## config.mk

```make
export PLATFORM = sky130hd
export DESIGN_NAME = serial_magnitude_comparator
export DESIGN_NICKNAME = d
export VERILOG_FILES = /design/src/rtl/serial_magnitude_comparator.sv
export SDC_FILE = /design/constraint.sdc
export NUM_CORES = 1
export LEC_CHECK = 0
export CORE_MARGIN = 3
export CORE_UTILIZATION = 49
export CTS_CLUSTER_DIAMETER = 200
export DETAILED_ROUTE_END_ITERATION = 6
export PLACE_DENSITY = 0.81
export SLEW_MARGIN = 20
export SYNTH_ARGS = -nofsm -noshare
export SYNTH_HDL_FRONTEND = slang
export SYNTH_SLANG_ARGS = --single-unit
```

## constraint.sdc

```tcl
create_clock -name clk -period 1.4 [get_ports clk]
set_input_delay 0.28 -clock clk [delete_from_list [all_inputs] [get_ports clk]]
set_output_delay 0.28 -clock clk [all_outputs]
set_load 0.005 [all_outputs]
```

## src/rtl/serial_magnitude_comparator.sv

```systemverilog
// Serial unsigned magnitude comparator. Two operand bits are compared per clock,
// starting with the most significant pair. The run ends early once a pair differs.
// EQ/LT/GT are registered and hold their values until the next completion.
// WIDTH must be even and at least 2.
module serial_magnitude_comparator #(
  parameter int unsigned WIDTH = 8
) (
  input  logic             clk,
  input  logic             rst_n,
  input  logic             start,
  input  logic [WIDTH-1:0] A,
  input  logic [WIDTH-1:0] B,
  output logic             busy,
  output logic             done,
  output logic             EQ,
  output logic             LT,
  output logic             GT
);

  localparam int unsigned Pairs = WIDTH / 2;
  localparam int unsigned CntW  = $clog2(Pairs + 1);

  typedef enum logic {StIdle, StRun} fsmState;

  fsmState          state, stateNext;
  logic [WIDTH-1:0] aShift, aShiftNext;
  logic [WIDTH-1:0] bShift, bShiftNext;
  logic             eqR, eqRNext;
  logic             ltR, ltRNext;
  logic [CntW-1:0]  cnt, cntNext;
  logic             doneNext;
  logic             eqNext, ltNext, gtNext;

  logic [1:0] pairA, pairB;
  logic       msbEq;
  logic       sEq, sLt;
  logic       finish;

  // 2-bit compare slice on the current MSB pair, chained through the cascade registers.
  always_comb begin
    pairA  = aShift[WIDTH-1 -: 2];
    pairB  = bShift[WIDTH-1 -: 2];
    msbEq  = pairA[1] ~^ pairB[1];
    sEq    = eqR & msbEq & (pairA[0] ~^ pairB[0]);
    sLt    = ltR | (eqR & ~pairA[1] & pairB[1]) | (eqR & msbEq & ~pairA[0] & pairB[0]);
    // Once a pair differs the verdict is fixed, so the remaining pairs are skipped.
    finish = (cnt == CntW'(1)) | ~sEq;
  end

  // Next-state logic for the FSM, the datapath and the result registers.
  always_comb begin
    stateNext  = state;
    aShiftNext = aShift;
    bShiftNext = bShift;
    eqRNext    = eqR;
    ltRNext    = ltR;
    cntNext    = cnt;
    doneNext   = 1'b0;
    eqNext     = EQ;
    ltNext     = LT;
    gtNext     = GT;
    unique case (state)
      StIdle: begin
        if (start) begin
          aShiftNext = A;
          bShiftNext = B;
          eqRNext    = 1'b1;
          ltRNext    = 1'b0;
          cntNext    = CntW'(Pairs);
          stateNext  = StRun;
        end
      end
      StRun: begin
        eqRNext    = sEq;
        ltRNext    = sLt;
        aShiftNext = aShift << 2;
        bShiftNext = bShift << 2;
        cntNext    = cnt - CntW'(1);
        if (finish) begin
          eqNext    = sEq;
          ltNext    = sLt;
          gtNext    = ~sEq & ~sLt;
          doneNext  = 1'b1;
          stateNext = StIdle;
        end
      end
      default: stateNext = StIdle;
    endcase
  end

  // State and result registers; reset discards any comparison in flight.
  always_ff @(posedge clk or negedge rst_n) begin
    if (!rst_n) begin
      state  <= StIdle;
      aShift <= '0;
      bShift <= '0;
      eqR    <= 1'b1;
      ltR    <= 1'b0;
      cnt    <= '0;
      done   <= 1'b0;
      EQ     <= 1'b0;
      LT     <= 1'b0;
      GT     <= 1'b0;
    end else begin
      state  <= stateNext;
      aShift <= aShiftNext;
      bShift <= bShiftNext;
      eqR    <= eqRNext;
      ltR    <= ltRNext;
      cnt    <= cntNext;
      done   <= doneNext;
      EQ     <= eqNext;
      LT     <= ltNext;
      GT     <= gtNext;
    end
  end

  assign busy = (state == StRun);

endmodule

```

---- Word level (Yosys, flattened, before mapping) ----
Cells that the tools add are included.
cells by class
  reduce and logical (&&, ||, !) cells .... 1
  div/mod/pow operators ................... 0
  $lt $le $gt $ge ......................... 0
  mux-type cells .......................... 15
  shift-type cells ........................ 0
  $add $sub $neg .......................... 1
  multiply operators ...................... 0
  equality and inequality tests ........... 2
  bitwise gates (word level) .............. 17
operator list
  operator                                              number
  case mux 8 bit (2 select lines)                       2
  two-way mux 8 bit                                     2
  bitwise AND 1 bit                                     7
  two-way mux 1 bit                                     6
  case mux 1 bit (2 select lines)                       3
  case mux 3 bit (2 select lines)                       1
  inverter 1 bit                                        5
  equality test 3 x 1 -> 1 bit (second input constant)  1
  two-way mux 3 bit                                     1
  OR 1 bit                                              3
  subtractor 3 x 1 -> 3 bit (second input constant)     1
  inequality test 2 bit (second input constant)         1
  AND reduction 2 bit                                   1
  XNOR 1 bit                                            2
word-level totals
  memory bits (read-only) ................. 0
  logic and storage cells ................. 46
  memories ................................ 0
  bits in writable memories ............... 0
  bits in registers ....................... 26
  input port bits ......................... 19
  output and inout port bits .............. 5
  latch bits .............................. 0

---- Logic depth before layout (Yosys ltp) ----
  depth in word-level cells ............... 7
  mapped depth ............................ 5
  mapped depth without buffers ............ 5

---- Worst setup path before layout ----
OpenSTA, ideal clock, no wires.
  path type ............................... register -> register
  start point ............................. register cnt[1]
  end point ............................... register GT
  buffers on the path ..................... 0
  setup slack ............................. 0.172 ns
  stages on the path, launching flop included .. 6
  arrival ................................. 1.107 ns
  library setup time ...................... 0.121 ns
  required time ........................... 1.279 ns
  period minus slack after synthesis ...... 1.228 ns
  path through ............................ dfrtp_1 > inv_1 > ha_1 > nor2b_1 > o21ai_1 > a22o_2
on the way
  cells in the longest elaborated chain, start to end .. 3
RTL lines
  what                           RTL line  text
  start, declared                30        logic [CntW-1:0] cnt, cntNext;
  start signal, assigned         110       cnt <= cntNext;
  equality test 3 x 1 -> 1 bit   47        finish = (cnt == CntW'(1)) | ~sEq;
  OR 1 bit                       47
  AND reduction 2 bit (no line)  n/a
  end signal, assigned           114       GT <= gtNext;
  end, declared                  17        output logic GT
Every way passes these cells.
A chain may end at the register's enable or synchronous reset.

---- Final worst setup path ----
  start point ............................. register cnt[0]
  end point ............................... register state, in the netlist busy
on the way
  cells in the longest elaborated chain, start to end .. 4
RTL lines
  what                             RTL line  text
  equality test 3 x 1 -> 1 bit     47
  OR 1 bit                         47
  two-way mux 1 bit                79        if (finish) begin
  case mux 1 bit (2 select lines)  62        unique case (state)
  via stateNext                    25        fsmState state, stateNext;
  end signal, assigned             94        state <= StIdle;
  end signal, assigned             105       state <= stateNext;
  end, declared                    25
The timed path passes the listed nets, and every way through them passes these cells.

==> results.cfg <==
[power]
power_frac_clock = 0.132
internal_power_mw = 1.805
total_leakage_power_nw = 0.7273
report.power.total_mw = 2.776
ir_drop_uv = 1193
share_seq_of_total_power = 0.468
switching_power_uw = 971.1
pwr-share-comb = 0.400
power_density_mw_per_mm2 = 1825
power_switching_share = 0.3498

[logic_synthesis]
syn-instance-count = 111
yosysSeqAreaShare = 0.5554
syn-cell-area_mm2 = 0.001174
mappedNetlistNets = 132
post_synth_num_cell_types = 21
yosys_warnings = 0
synth.ff_latch_count = 26
post_synth.cell_area_avg_um2 = 10.57

[sta]
hold_vio_cnt_final = 0
final-max-slew-violation-count = 0
tightestPinTransition_ns = 0.2686
period_share = 0.9135
finalSetupTns_ns = 0
timing.final.setup_violations = 0
grt_setup_unrepaired = false
timing.clock.skew_ns = 0.002703
max_freq_mhz = 781.9
max_slew_margin = 0.8201
period_minus_ws_final_ns = 1.279

[layout]
layout.cells.most_common_list = 25 x sky130_fd_sc_hd__dfrtp_1, 18 x sky130_fd_sc_hd__clkdlybuf4s50_1, 17 x sky130_fd_sc_hd__mux2i_1
mostFrequentLayoutCell = sky130_fd_sc_hd__dfrtp_1
fin_area_mm2 = 0.001521
layout-drive-gt1-share = 0.1286
nFillCells = 197
multiInputGateArea_um2 = 475.5
area.sequential_um2 = 651.9
final_cell_count_no_fill = 168
fin_nets = 162
syn2layout_area_growth_pct = 29.64
antenna_cells_inserted = 0

[drt]
drc = 0
drtPass1Iterations = 4
avgViaCountPerCell = 5.077
finalWirelength_um = 2069
detail-route-antenna-nets = 0
dr.first_iter.drc_count = 10
detailroute.via_count = 853
wl_per_cell_um = 12.32

[clock_network]
path_clk_slew_ns = 0.13
clkLatencyLatePin_ns = 0.31
holdBufCountCts = 0
clock_sinks = 26
cts_max_path_buffers = 2
total_cts_buffers = 3
cts_max_level = 1
clockRootBuffer = sky130_fd_sc_hd__clkbuf_4
cts_tree = done

[worst_setup_path]
rr_startpoint = cnt[0]$_DFFE_PN0P_
crit_path_max_incr_delay_ns = 0.44
path_buf_inv = 1
crit_path_start_kind = flop
arrival_ns = 1.54
reg2regPathDepth = 5
worst_path_dominant_cell_family = flip-flops
timing.critical_path.slowest_stage_cell = sky130_fd_sc_hd__dfrtp_1
worst-r2r-setup-slack_ns = 0.12
setup.worst_path.class = flop to flop
cp.required_ns = 1.66
timing.rr.end = busy$_DFF_PN0_
worstPathMaxFanout = 4
timing.critical_path.to_type = flop
crit_chain = ha_1 -> nor2b_2 -> buf_4 -> nor3_1 -> a21o_1

[grt]
antenna_found_initial = 0
grt_max_degree = 21
number_of_global_route_vias_before_repair = 851
globalRouteTotalUtil = 0.1572
wire_length_of_the_first_global_routing_pass_um = 3456
grt_overflow = 0

[floorplanning]
starting_density_of_the_core = 0.5255
floorplan.io_pins = 24
die_h_um = 54.94
floorplan.core_area_mm2 = 0.002233
fp.dieArea_mm2 = 0.003018
die_w_um = 54.94
fp-row-count = 17

[placed_design]
io_buffer_count = 23
dpl-instance-area_mm2 = 0.001470
dpl.hpwl_um = 1547
numPlacedInstances = 162
gpl.final_weighted_congestion = 0.7678

[hold_path]
timing.hold.worst.class = input pin to asynchronous set/reset pin

[run_status]
run_status = finished, final reports clean

[job]
max_cap_violations = 0
-- registers in the layout, indices dropped and copies added (netlist names) --
register  flops
ltR           1
LT            1
aShift        8
EQ            1
eqR           1
done          1
GT            1
busy          1
bShift        8
cnt           3
-- through the flow --
| step | hold slack (ns) | util | setup slack, ns |
|---|---|---|---|
| floorplan | -0.01559 | - | 0.1718 |
| global placement | 0.4615 | 0.6583 | 0.02527 |
| detailed placement | 0.4720 | 0.6583 | 0.0002243 |
| CTS | 0.2753 | 0.6784 | 0.05656 |
| global route | 0.2788 | 0.6812 | 0.02381 |
| finish | 0.2846 | 0.6812 | 0.1210 |
-- Yosys cell counts (all sizes together) --
cell / count / area share
dfrtp: 25 / 0.53
mux2i: 17 / 0.14
o21ai: 15 / 0.064
nand2: 12 / 0.038
inv: 7 / 0.022
nor2: 7 / 0.022
a21oi: 4 / 0.020
buf: 3 / 0.013
clkbuf: 3 / 0.0096
nand3: 3 / 0.013
nor3: 3 / 0.013
xnor2: 3 / 0.022
ha: 2 / 0.021
nor2b: 2 / 0.011
a21o: 1 / 0.0064
a22o: 1 / 0.0085
a31oi: 1 / 0.0053
dfstp: 1 / 0.022
maj3: 1 / 0.0096
-- cell type report --
type,instances,share of cell area
inverter,7,0.01727
multi-input combinational,72,0.3125
sequential,26,0.4285
tap,28,0.02303
clock buffer,4,0.02385
timing repair buffer,31,0.1949
-- cells by family (layout without fill, tap and decap cells) --
logic type / Yosys count / count (layout) / synth area share
compound gates: 22 / 22 / 0.1045
xor+xnor: 3 / 3 / 0.02239
buf+inv: 13 / 42 / 0.04478
mux: 17 / 17 / 0.1450
simple gates: 27 / 27 / 0.09701
fa+ha+maj: 3 / 3 / 0.03091
flops: 26 / 26 / 0.5554
-- what timing repair did --
| item | in CTS | in global routing |
|---|---|---|
| setup buffers | 2 | 0 |
| hold endpoints to repair | 0 | 0 |
| pin swaps | 0 | 0 |
| endpoints found under the setup margin | 5 | 2 |
| gates resized for setup | 5 | 2 |
-- metal layers --
| layer | up-vias | track usage | part of all wire |
|---|---|---|---|
| li1 | 435 | - | - |
| met1 | 397 | 0.1897 | 0.46 |
| met2 | 19 | 0.2894 | 0.49 |
| met3 | 2 | 0.03217 | 0.050 |
| met4 | 0 | 0.02834 | 0.0058 |
| met5 | - | 0 | 0 |
-- power groups by stage --
stage / combinational [mW] / sequential [mW] / clock (mW)
4_1_cts: 1.11 / 1.30 / 0.382
3_3_place_gp: 1.04 / 1.32 / 0
6_report: 1.11 / 1.30 / 0.366
3_5_place_dp: 1.09 / 1.34 / 0
5_1_grt: 1.27 / 1.35 / 0.415
2_1_floorplan: 0.737 / 1.28 / 0
-- worst max-delay path by stage --
| stage | from | end | cells after the start |
|---|---|---|---|
| final | cnt[0]$_DFFE_PN0P_ | busy$_DFF_PN0_ | 5 |
| after global routing | aShift[6]$_DFFE_PN0P_ | LT$_DFFE_PN0P_ | 4 |
| after CTS | cnt[1]$_DFFE_PN0P_ | GT$_DFFE_PN0P_ | 5 |
| after detailed placement | start | ltR$_DFFE_PN0P_ | 5 |
| after global placement | start | bShift[7]$_DFFE_PN0P_ | 4 |
| after floorplan | cnt[1]$_DFFE_PN0P_ | GT$_DFFE_PN0P_ | 5 |
No activity file was read; power rests on OpenSTA's default activity.
